$ cat src/rtl/fetch_pkg.sv
// Shared types for the instruction fetch front end: FSM states and the
// layout of one fetch-queue entry.
package fetch_pkg;

  typedef enum logic [1:0] {
    ST_REQ   = 2'd0,
    ST_WAIT  = 2'd1,
    ST_DRAIN = 2'd2,
    ST_HALT  = 2'd3
  } fetch_state_e;

  localparam int unsigned FETCH_XLEN = 32;

  // Entry layout, MSB to LSB: pc, instr, fault.
  typedef struct packed {
    logic [FETCH_XLEN-1:0] pc;
    logic [FETCH_XLEN-1:0] instr;
    logic                  fault;
  } fetch_entry_t;

  function automatic int unsigned entry_width(input int unsigned xlen);
    return 2 * xlen + 1;
  endfunction

endpackage

$ cat src/rtl/fetch_queue.sv
// Small power-of-two FIFO between the fetch FSM and decode, with a
// single-cycle flush that wins over any same-cycle push or pop.
module fetch_queue #(
  parameter int unsigned ENTRY_W = 65,
  parameter int unsigned QDEPTH  = 2,
  localparam int unsigned PTR_W  = $clog2(QDEPTH),
  localparam int unsigned CNT_W  = PTR_W + 1
) (
  input  logic               i_clk,
  input  logic               i_rst_n,
  input  logic               i_flush,
  input  logic               i_push,
  input  logic [ENTRY_W-1:0] i_push_data,
  input  logic               i_pop,
  output logic [ENTRY_W-1:0] o_head,
  output logic               o_valid,
  output logic [CNT_W-1:0]   o_count
);

  logic [ENTRY_W-1:0] slots [QDEPTH];
  logic [PTR_W-1:0]   wr_ptr_q, wr_ptr_d;
  logic [PTR_W-1:0]   rd_ptr_q, rd_ptr_d;
  logic [CNT_W-1:0]   count_q, count_d;
  logic               push_ok, pop_ok;

  always_comb begin
    pop_ok   = i_pop && (count_q != '0);
    push_ok  = i_push && (count_q != CNT_W'(QDEPTH));
    wr_ptr_d = wr_ptr_q;
    rd_ptr_d = rd_ptr_q;
    count_d  = count_q;
    if (i_flush) begin
      wr_ptr_d = '0;
      rd_ptr_d = '0;
      count_d  = '0;
    end else begin
      // Pointer width equals log2(QDEPTH), so increments wrap for free.
      if (push_ok) wr_ptr_d = wr_ptr_q + 1'b1;
      if (pop_ok)  rd_ptr_d = rd_ptr_q + 1'b1;
      count_d = count_q + CNT_W'(push_ok) - CNT_W'(pop_ok);
    end
  end

  always_ff @(posedge i_clk) begin
    if (!i_rst_n) begin
      wr_ptr_q <= '0;
      rd_ptr_q <= '0;
      count_q  <= '0;
    end else begin
      wr_ptr_q <= wr_ptr_d;
      rd_ptr_q <= rd_ptr_d;
      count_q  <= count_d;
    end
  end

  always_ff @(posedge i_clk) begin
    if (push_ok && !i_flush) slots[wr_ptr_q] <= i_push_data;
  end

  assign o_head  = slots[rd_ptr_q];
  assign o_valid = (count_q != '0);
  assign o_count = count_q;

endmodule

$ cat src/rtl/fetch_unit.sv
// Instruction fetch: issues one memory request at a time from the external
// PC counter, queues responses for decode, and handles redirects and faults.
module fetch_unit
  import fetch_pkg::*;
#(
  parameter int unsigned XLEN   = 32,
  parameter int unsigned QDEPTH = 2
) (
  input  logic            i_clk,
  input  logic            i_rst_n,
  input  logic [XLEN-1:0] i_pc,
  output logic            o_pc_en,
  output logic            o_pc_load,
  output logic [XLEN-1:0] o_pc_addr,
  output logic            o_mem_req_valid,
  input  logic            i_mem_req_ready,
  output logic [XLEN-1:0] o_mem_req_addr,
  input  logic            i_mem_rsp_valid,
  input  logic [XLEN-1:0] i_mem_rsp_data,
  input  logic            i_mem_rsp_err,
  output logic            o_dec_valid,
  input  logic            i_dec_ready,
  output logic [XLEN-1:0] o_dec_instr,
  output logic [XLEN-1:0] o_dec_pc,
  output logic            o_dec_fault,
  input  logic            i_redirect,
  input  logic [XLEN-1:0] i_redirect_pc
);

  localparam int unsigned ENTRY_W = entry_width(XLEN);
  localparam int unsigned CNT_W   = $clog2(QDEPTH) + 1;

  fetch_state_e       state_q, state_d;
  logic [XLEN-1:0]    out_pc_q, out_pc_d;
  logic [CNT_W-1:0]   q_count;
  logic               q_valid;
  logic               req_valid, req_fire, rsp_take, dec_pop;
  logic [ENTRY_W-1:0] push_entry, head_entry;

  always_comb begin
    // A slot is reserved at issue time, so a response can always be pushed.
    req_valid = i_rst_n && (state_q == ST_REQ) && !i_redirect
                && (q_count < CNT_W'(QDEPTH));
    req_fire  = req_valid && i_mem_req_ready;
    rsp_take  = i_rst_n && (state_q == ST_WAIT) && i_mem_rsp_valid && !i_redirect;
    dec_pop   = i_rst_n && q_valid && i_dec_ready;
    state_d   = state_q;
    out_pc_d  = out_pc_q;
    if (req_fire) out_pc_d = i_pc;
    if (i_redirect) begin
      // An outstanding request must be drained unless its response lands now.
      case (state_q)
        ST_WAIT, ST_DRAIN: state_d = i_mem_rsp_valid ? ST_REQ : ST_DRAIN;
        default:           state_d = ST_REQ;
      endcase
    end else begin
      case (state_q)
        ST_REQ:   if (req_fire) state_d = ST_WAIT;
        ST_WAIT:  if (i_mem_rsp_valid) state_d = i_mem_rsp_err ? ST_HALT : ST_REQ;
        ST_DRAIN: if (i_mem_rsp_valid) state_d = ST_REQ;
        ST_HALT:  state_d = ST_HALT;
        default:  state_d = ST_REQ;
      endcase
    end
  end

  always_ff @(posedge i_clk) begin
    if (!i_rst_n) begin
      state_q  <= ST_REQ;
      out_pc_q <= '0;
    end else begin
      state_q  <= state_d;
      out_pc_q <= out_pc_d;
    end
  end

  assign o_mem_req_valid = req_valid;
  assign o_mem_req_addr  = i_pc;
  assign o_pc_en         = i_rst_n && (i_redirect || req_fire);
  assign o_pc_load       = i_rst_n && i_redirect;
  assign o_pc_addr       = (i_rst_n && i_redirect) ? i_redirect_pc : '0;

  assign push_entry = {out_pc_q, i_mem_rsp_data, i_mem_rsp_err};

  fetch_queue #(
    .ENTRY_W (ENTRY_W),
    .QDEPTH  (QDEPTH)
  ) u_queue (
    .i_clk       (i_clk),
    .i_rst_n     (i_rst_n),
    .i_flush     (i_redirect),
    .i_push      (rsp_take),
    .i_push_data (push_entry),
    .i_pop       (dec_pop),
    .o_head      (head_entry),
    .o_valid     (q_valid),
    .o_count     (q_count)
  );

  assign o_dec_valid = i_rst_n && q_valid;
  assign o_dec_pc    = head_entry[ENTRY_W-1 -: XLEN];
  assign o_dec_instr = head_entry[XLEN:1];
  assign o_dec_fault = head_entry[0];

endmodule

$ cat config.mk
export PLATFORM = sky130hd
export DESIGN_NAME = fetch_unit
export DESIGN_NICKNAME = d
export VERILOG_FILES = /design/src/rtl/fetch_pkg.sv /design/src/rtl/fetch_queue.sv /design/src/rtl/fetch_unit.sv
export SDC_FILE = /design/constraint.sdc
export NUM_CORES = 1
export LEC_CHECK = 0
export CORE_AREA = 2 2 172 140
export CTS_CLUSTER_DIAMETER = 200
export CTS_CLUSTER_SIZE = 14
export DETAILED_ROUTE_END_ITERATION = 8
export DIE_AREA = 0 0 174 142
export SYNTH_ARGS = -nofsm -noshare
export SYNTH_HDL_FRONTEND = slang
export SYNTH_SLANG_ARGS = --single-unit
$ cat constraint.sdc
create_clock -name i_clk -period 2.7 [get_ports i_clk]
set_input_delay 0.54 -clock i_clk [delete_from_list [all_inputs] [get_ports i_clk]]
set_output_delay 0.54 -clock i_clk [all_outputs]
set_load 0.05 [all_outputs]
==> run summary, run 1 <==
Clock Path Buffers -> 2
routed via count -> 4496
Area after DPL -> 9690 um^2
fraction of layout cells with a size suffix above 1 -> 0.363
P per Cell Area -> 579 nW/um^2
endpoints failing hold -> 0
leakage power -> 4.08 nW
final core occ -> 0.446
GR Util All Layers -> 0.135
Clock Skew -> 0.0115 ns
Clock Sinks -> 169
Syn Area/Cell -> 14.8 um^2
grt ovf -> 0
critical path data arrival time -> 1.87 ns
Die Height -> 142 um
vias per cell -> 4.47
crit path capture type -> output pin
Slew @ Worst Pin -> 0.555 ns
total CTS buffers -> 17
root buffer cell -> clkbuf_16
Post-CTS Setup Inserts -> 0
Yosys warnings -> 0
first-pass GRT wire length -> 25700 um
vias in the first global route -> 4752
Critical Path Start Type -> input pin
IR drop worst, VDD -> 0.358 mV
CP required -> 2.16 ns
clk_lat worst skew -> 0.42 ns
Initial Util -> 0.307
FMAX -> 415 MHz
Net Count, Synth -> 587
n_diodes -> 0
Tmin final -> 2.41 ns
per-cell routed wire length -> 16.5 um
Post-CTS Resized -> 0
nets@finish -> 790
Die ar. -> 24700 um^2
I/O pin total -> 236
initial antenna violation count -> 0
cell count after synthesis -> 478
Design Area, Final -> 10300 um^2
Max stage delay on crit path -> 0.51 ns
slowest library cell on the worst path -> clkdlybuf4s50_1
P&R area growth vs syn -> 45.5%
status -> finished clean
Row Count -> 50
DR iter-0 viols -> 222
GPL Wtd Cong -> 0.748
WL final -> 16600 um
sequential share of the synthesized area -> 0.663
Filler cells -> 2121
Rel. slew slack -> 0.630
CTS tree -> yes
CTS clk-pin slew, worst paths -> 0.07 ns
PnR worst setup slack -> 0.290 ns
largest net degree at the start of global routing -> 65
FF+latch count, synth -> 169
# hold bufs at CTS -> 0
# DRC -> 0
HPWL after DPL -> 11600 um
H-tree levels -> 4
Slew Limit Fails -> 0
Max Cap Violations -> 0
crit path max fanout -> 7
final number of setup-violating endpoints -> 0
CP top delay family -> buffers and inverters
die width -> 174 um
Synth cell types -> 36
synthesized area -> 7060 um^2
fin crit share -> 0.893
core area -> 23000 um^2
RSZ-0062 raised after global routing -> false
I/O Buffers -> 235
DRT antenna net count -> 0
Setup TNS Final -> 0 ns
critical-path cell list -> clkdlybuf4s50_1, and4bb_4, a21oi_1, nor2_1, buf_12
WS Path Type -> input pin to output pin
worst hold path class -> flip-flop to flip-flop
Worst Path Buf+Inv -> 2
Place WS -> 0.214 ns
DR pass1 iterations -> 4
==> through the flow <==
step                      hold WS [ns]  std cells  total power [W]
final                            0.453       1006          0.00595
after global routing             0.468       1006          0.00617
after CTS                        0.451       1006          0.00603
after detailed placement         0.434        974          0.00363
after global placement           0.427        974          0.00361
after floorplan                  0.419        478          0.00330
==> Yosys cell counts <==
cell | count | share of area
mux2_2 | 65 | 0.10
nor4_1 | 2 | 0.0018
a21oi_1 | 3 | 0.0021
nand2_1 | 1 | 0.00053
or2_2 | 1 | 0.00089
and2_1 | 3 | 0.0027
a21boi_0 | 32 | 0.034
ha_1 | 6 | 0.011
dfxtp_1 | 39 | 0.11
and2_2 | 1 | 0.0011
nand2b_1 | 1 | 0.00089
and4b_1 | 1 | 0.0014
mux2i_1 | 1 | 0.0014
nor3_1 | 1 | 0.00071
nand3_1 | 1 | 0.00071
or2b_1 | 1 | 0.0011
nor2_1 | 8 | 0.0043
a2111oi_2 | 1 | 0.0021
inv_1 | 8 | 0.0043
and3b_1 | 1 | 0.0012
buf_2 | 8 | 0.0057
and3_4 | 1 | 0.0016
clkbuf_1 | 21 | 0.011
o211a_1 | 1 | 0.0014
nand3b_1 | 1 | 0.0011
edfxtp_1 | 130 | 0.55
xor2_1 | 1 | 0.0012
a21o_1 | 2 | 0.0021
buf_6 | 3 | 0.0048
buf_4 | 33 | 0.035
xnor2_1 | 1 | 0.0012
and3_1 | 64 | 0.057
o31a_1 | 1 | 0.0012
o21a_1 | 32 | 0.034
and4bb_4 | 1 | 0.0023
o32a_1 | 1 | 0.0014
==> state kept, by name (all words and copies together) (netlist names), named ones only <==
register and count:
u_queue.slots 130, out_pc_q 32, u_queue.rd_ptr_q 1, u_queue.wr_ptr_q 1, u_queue.o_count 2, state_q 2
==> cell type report <==
cell class              instances  area, um^2  area share
clock buffers                  18         429      0.0418
repair buffers                249        2630       0.256
multi-input cells             236        1950       0.190
flip-flops and latches        169        4690       0.456
inverters                       8        30.0     0.00292
clock inverters                14         160      0.0156
well taps                     312         390      0.0380
==> layout by cell type, fill, tap and decap left out, types with 3 or more instances in the layout <==
master	instances
clkdlybuf4s50_1	100
a21boi_0	32
nor2_1	8
inv_6	4
ha_1	6
buf_4	106
and3_1	63
inv_8	3
inv_1	7
dfxtp_1	38
and2_1	3
o21a_1	32
edfxtp_1	130
a21oi_1	3
buf_12	41
clkbuf_16	17
mux2_2	65
==> final timing paths <==
| check | slack [ns] | endpoint | cells after the start | startpoint |
|---|---|---|---|---|
| setup / recovery | 0.29 | o_pc_en | 5 | i_redirect |
| hold / removal | 0.45 | u_queue.slots[1][53] | 0 | out_pc_q[20] |
| setup reg to reg | 0.73 | out_pc_q[30] | 6 | state_q[1] |
| hold reg to reg | 0.45 | u_queue.slots[1][53] | 0 | out_pc_q[20] |
==> report_power, final <==
part | switching (W) | internal, W | total (W) | leakage [nW]
Sequential | 0.0000197 | 0.00282 | 0.00284 | 1.58
Combinational | 0.000392 | 0.000329 | 0.000721 | 2.22
Clock | 0.00107 | 0.00132 | 0.00239 | 0.285
==> routing by layer <==
metal,GRT usage,vias to the layer above,part of all wire
met5,0,-,0
met4,0.0429,0,0.010
met3,0.0353,16,0.050
met2,0.232,139,0.50
met1,0.167,2188,0.44
li1,-,2153,-
==> logic make-up after synthesis <==
logic type	Yosys count	synth area share
multiplexers	66	0.105
buffers and inverters	73	0.0610
adder cells (fa/ha/maj)	6	0.0106
flip-flops	169	0.663
XOR/XNOR	2	0.00248
AO/OA/AOI/OAI	73	0.0785
AND/OR/NAND/NOR	89	0.0789
(Power assumes the default switching activity.)
==> inputs of run 2 (changes only) <==
Settings changed: CORE_AREA 2 2 172 140 to 2 2 175 143, DIE_AREA 0 0 174 142 to 0 0 177 145, SYNTH_HIERARCHICAL from default to 1.
==> run summary, run 2 <==
status -> finished clean
I/O pin total -> 236
synthesized area -> 7300 um^2
H-tree levels -> 4
crit path max fanout -> 17
largest cells by area after synthesis -> edfxtp_1 54%, dfxtp_1 11%, mux2_4 10%, and3_1 5.7%, buf_4 3.6%
share of the synthesized area in the top cell type -> 0.535
PnR worst setup slack -> 0.102 ns
Net Count, Synth -> 587
Post-synth top cells -> 130 x edfxtp_1, 66 x and3_1, 50 x mux2_4, 39 x dfxtp_1, 35 x buf_4
leakage power -> 4.19 nW
# DRC -> 0
multi-input logic area -> 2170 um^2
P&R area growth vs syn -> 43.8%
R2R cell count -> 10
most frequent cells in the layout -> 130 x edfxtp_1, 112 x clkdlybuf4s50_1, 91 x buf_4
register area -> 4690 um^2
max FFs per register -> 130
Syn Area/Cell -> 15.3 um^2
nets@finish -> 788
total CTS buffers -> 17
FMAX -> 385 MHz
n_diodes -> 0
vias in the first global route -> 4755
fraction of layout cells with a size suffix above 1 -> 0.345
core area -> 23900 um^2
routed via count -> 4523
Critical Path Start Type -> flip-flop
sequential share of the synthesized area -> 0.642
WL final -> 16200 um
FF+latch count, synth -> 169
CTS clk-pin slew, worst paths -> 0.06 ns
CP required -> 2.16 ns
grt ovf -> 0
Crit Reg-Reg Endpoint -> u_queue/o_count[1]
Filler cells -> 2110
Row Count -> 51
clk_lat worst skew -> 0.42 ns
DR iter-0 viols -> 187
# hold bufs at CTS -> 0
final number of setup-violating endpoints -> 0
final core occ -> 0.438
endpoints failing hold -> 0
cell count after synthesis -> 478
Yosys warnings -> 6
DRT antenna net count -> 0
Clock Skew -> 0.00739 ns
Place WS -> 0.244 ns
Slew @ Worst Pin -> 0.509 ns
Worst Setup EP -> o_dec_pc[12]
fin crit share -> 0.962
leading area contributor after synthesis -> edfxtp_1
commonest non-fill, non-tap cell in the layout -> edfxtp_1
Die ar. -> 25700 um^2
first-pass GRT wire length -> 24800 um
vias per cell -> 4.48
DR pass1 iterations -> 6
WS Path Type -> flip-flop to output pin
Rel. slew slack -> 0.659
biggest regs -> u_queue/slots (130), out_pc_q (32)
Slew Limit Fails -> 0
IR drop worst, VDD -> 0.387 mV
critical path data arrival time -> 2.06 ns
Initial Util -> 0.305
per-cell routed wire length -> 16.0 um
Largest Register -> u_queue/slots
P per Cell Area -> 558 nW/um^2
Post-synth EDFFs -> 130
die width -> 177 um
ys flop type -> edfxtp_1
CTS tree -> yes
crit path capture type -> output pin
GR Util All Layers -> 0.125
R2R Path Start -> state_q[1]
RSZ-0062 raised after global routing -> false
root buffer cell -> clkbuf_16
GPL Wtd Cong -> 0.786
initial antenna violation count -> 0
Clock Path Buffers -> 2
largest net degree at the start of global routing -> 66
cell with the most instances after synthesis -> edfxtp_1
Post-CTS Setup Inserts -> 0
Worst R2R Setup Slack -> 0.73 ns
Max Cap Violations -> 0
Tmin final -> 2.60 ns
I/O Buffers -> 235
worst hold path class -> flip-flop to flip-flop
Synth cell types -> 30
Async S/R FF share, synth -> 0
Clock Sinks -> 169
Die Height -> 145 um
HPWL after DPL -> 11500 um
-- run 2: power by group --
group	leakage (nW)	total [W]	switching, W	internal [W]
Combinational	2.32	0.000695	0.000370	0.000325
Sequential	1.58	0.00284	0.0000185	0.00282
Clock	0.279	0.00232	0.00103	0.00130
-- run 2: critical path, stage by stage (launching register included) --
cell	delay [ns]
dfxtp_4	0.59
mux2_4	0.34
clkdlybuf4s50_1	0.71
-- run 2: timing repair --
action / 4_1_cts / 5_1_grt
pin swaps: 0 / 0
gates resized for setup: 1 / 1
setup endpoints to repair: 7 / 1
gates cloned: 0 / 0
-- run 2: logic make-up after synthesis --
group | synth area share
DFF | 0.642
and+or+nand+nor | 0.0737
AOI/OAI and AO/OA | 0.0765
buffers and inverters | 0.0648
muxes | 0.129
adders and majority gates | 0.0103
xor gates and xnor gates | 0.00360
-- run 2: metrics by stage --
stage | hold WS [ns] | std cells | power, W | setup TNS, ns | cell area, um^2
floorplan | 0.419 | 478 | 0.00327 | -41.86 | 7340
global placement | 0.423 | 978 | 0.00357 | 0 | 9920
detailed placement | 0.433 | 978 | 0.00359 | 0 | 9920
CTS | 0.449 | 1010 | 0.00593 | 0 | 10500
global route | 0.453 | 1010 | 0.00608 | 0 | 10500
finish | 0.445 | 1010 | 0.00586 | 0 | 10500
-- run 2: worst min path at each step --
stage | start | to | slack [ns] | depth (start not counted)
floorplan | out_pc_q[0] | u_queue/slots[0][33] | 0.42 | 0
global placement | out_pc_q[11] | u_queue/slots[1][44] | 0.42 | 0
detailed placement | out_pc_q[3] | u_queue/slots[0][36] | 0.43 | 0
CTS | out_pc_q[12] | u_queue/slots[0][45] | 0.45 | 0
global route | out_pc_q[11] | u_queue/slots[0][44] | 0.45 | 0
finish | out_pc_q[11] | u_queue/slots[0][44] | 0.44 | 0
-- run 2: layout make-up --
cell class | instances | area share
Tap cell | 318 | 0.0379
Timing Repair Buffer | 247 | 0.252
Inverter | 7 | 0.00250
Clock buffer | 18 | 0.0409
Sequential cell | 169 | 0.447
Clock inverter | 14 | 0.0131
Multi-Input combinational cell | 237 | 0.207
-- run 2: metal layers --
| layer | wire, um | global-route usage | up-vias |
|---|---|---|---|
| li1 | - | - | 2150 |
| met1 | 6850 | 0.147 | 2166 |
| met2 | 7860 | 0.210 | 195 |
| met3 | 1310 | 0.0493 | 12 |
| met4 | 138 | 0.0343 | 0 |
| met5 | 0 | 0 | - |
==> inputs of run 3 (changes only) <==
Settings changed: SETUP_SLACK_MARGIN from default to 0.05.
==> run summary, run 3 (same netlist as run 2, synthesis figures left out) <==
status -> finished clean
largest net degree at the start of global routing -> 66
# DRC -> 0
Slew @ Worst Pin -> 0.520 ns
Post-CTS Setup Inserts -> 0
per-cell routed wire length -> 16.0 um
CTS tree -> yes
DR iter-0 viols -> 193
crit path max fanout -> 19
sequential share of power -> 0.484
Die Height -> 145 um
nets@finish -> 788
I/O pin total -> 236
Clock Skew -> 0.00686 ns
# hold bufs at CTS -> 0
Clk pwr share -> 0.397
commonest non-fill, non-tap cell in the layout -> edfxtp_1
Rel. slew slack -> 0.653
CTS clk-pin slew, worst paths -> 0.06 ns
WHS -> 0.445 ns
P_int -> 0.00444 W
GR Util All Layers -> 0.125
die width -> 177 um
Clock Sinks -> 169
H-tree levels -> 4
fin crit share -> 0.937
Net Sw Frac -> 0.242
Largest Register -> u_queue/slots
IR drop worst, VDD -> 0.388 mV
Initial Util -> 0.305
Critical Path Start Type -> flip-flop
Die ar. -> 25700 um^2
total CTS buffers -> 17
Tmin final -> 2.53 ns
CP required -> 2.16 ns
Post-CTS Resized -> 2
initial antenna violation count -> 0
n_diodes -> 0
core area -> 23900 um^2
endpoints failing hold -> 0
NetSw -> 0.00142 W
RSZ-0062 raised after global routing -> false
worst hold path class -> flip-flop to flip-flop
WS Path Type -> flip-flop to output pin
biggest regs -> u_queue/slots (130), out_pc_q (32)
grt ovf -> 0
Max Cap Violations -> 0
Slew Limit Fails -> 0
routed via count -> 4525
critical path data arrival time -> 1.99 ns
vias per cell -> 4.48
Comb pwr share -> 0.119
max FFs per register -> 130
fraction of layout cells with a size suffix above 1 -> 0.345
most frequent cells in the layout -> 130 x edfxtp_1, 100 x clkdlybuf4s50_1, 91 x buf_4
FMAX -> 395 MHz
final core occ -> 0.440
Clock Path Buffers -> 2
crit path capture type -> output pin
P per Cell Area -> 557 nW/um^2
clk_lat worst skew -> 0.42 ns
DR pass1 iterations -> 6
final number of setup-violating endpoints -> 0
root buffer cell -> clkbuf_16
WL final -> 16200 um
Row Count -> 51
I/O Buffers -> 235
HPWL after DPL -> 11500 um
GPL Wtd Cong -> 0.786
leakage power -> 4.35 nW
Filler cells -> 2116
DRT antenna net count -> 0
Place WS -> 0.244 ns
P&R area growth vs syn -> 44.2%
first-pass GRT wire length -> 24800 um
PnR worst setup slack -> 0.171 ns
vias in the first global route -> 4755
-- run 3: metal layers --
metal  track usage  vias to the layer above  part of all wire
met5             0                        -                 0
met4        0.0343                        0            0.0096
met3        0.0493                       13             0.080
met2         0.210                      195              0.49
met1         0.147                     2167              0.42
li1              -                     2150                 -
-- run 3: path summary, 6_finish.rpt --
path | from | end | slack [ns] | cells past startpoint
hold / removal | out_pc_q[11] | u_queue/slots[0][44] | 0.44 | 0
setup reg to reg | state_q[1] | u_queue/o_count[1] | 0.73 | 10
hold reg to reg | out_pc_q[11] | u_queue/slots[0][44] | 0.44 | 0
setup / recovery | flip-flop | o_dec_pc[22] | 0.17 | 3
-- run 3: area by class of cell --
| type | instances | area (um^2) | share of cell area |
|---|---|---|---|
| clock inverter | 14 | 138 | 0.0131 |
| inverter | 7 | 26.3 | 0.00250 |
| tap | 318 | 398 | 0.0378 |
| sequential | 169 | 4690 | 0.446 |
| multi-input combinational | 237 | 2170 | 0.207 |
| clock buffer | 18 | 429 | 0.0408 |
| timing repair buffer | 247 | 2670 | 0.253 |
-- run 3: worst max-delay path, stage by stage, from the launching register on --
cell and delay, ns:
dfxtp_4 0.59, buf_4 0.40, mux2_2 0.39, buf_4 0.19
-- run 3: power by group through the flow --
stage	combinational, W	clock, W	sequential [W]
3_5_place_dp	0.000699	0	0.00289
6_report	0.000695	0.00233	0.00284
3_3_place_gp	0.000686	0	0.00289
5_1_grt	0.000733	0.00251	0.00284
2_1_floorplan	0.000384	0	0.00289
4_1_cts	0.000702	0.00240	0.00284
-- run 3: stage by stage --
stage | instance area [um^2] | instances | power, W | setup TNS, ns
3_5_place_dp | 9920 | 978 | 0.00359 | 0
2_1_floorplan | 7340 | 478 | 0.00327 | -41.86
6_report | 10500 | 1010 | 0.00586 | 0
3_3_place_gp | 9920 | 978 | 0.00357 | 0
4_1_cts | 10500 | 1010 | 0.00593 | 0
5_1_grt | 10500 | 1010 | 0.00608 | 0
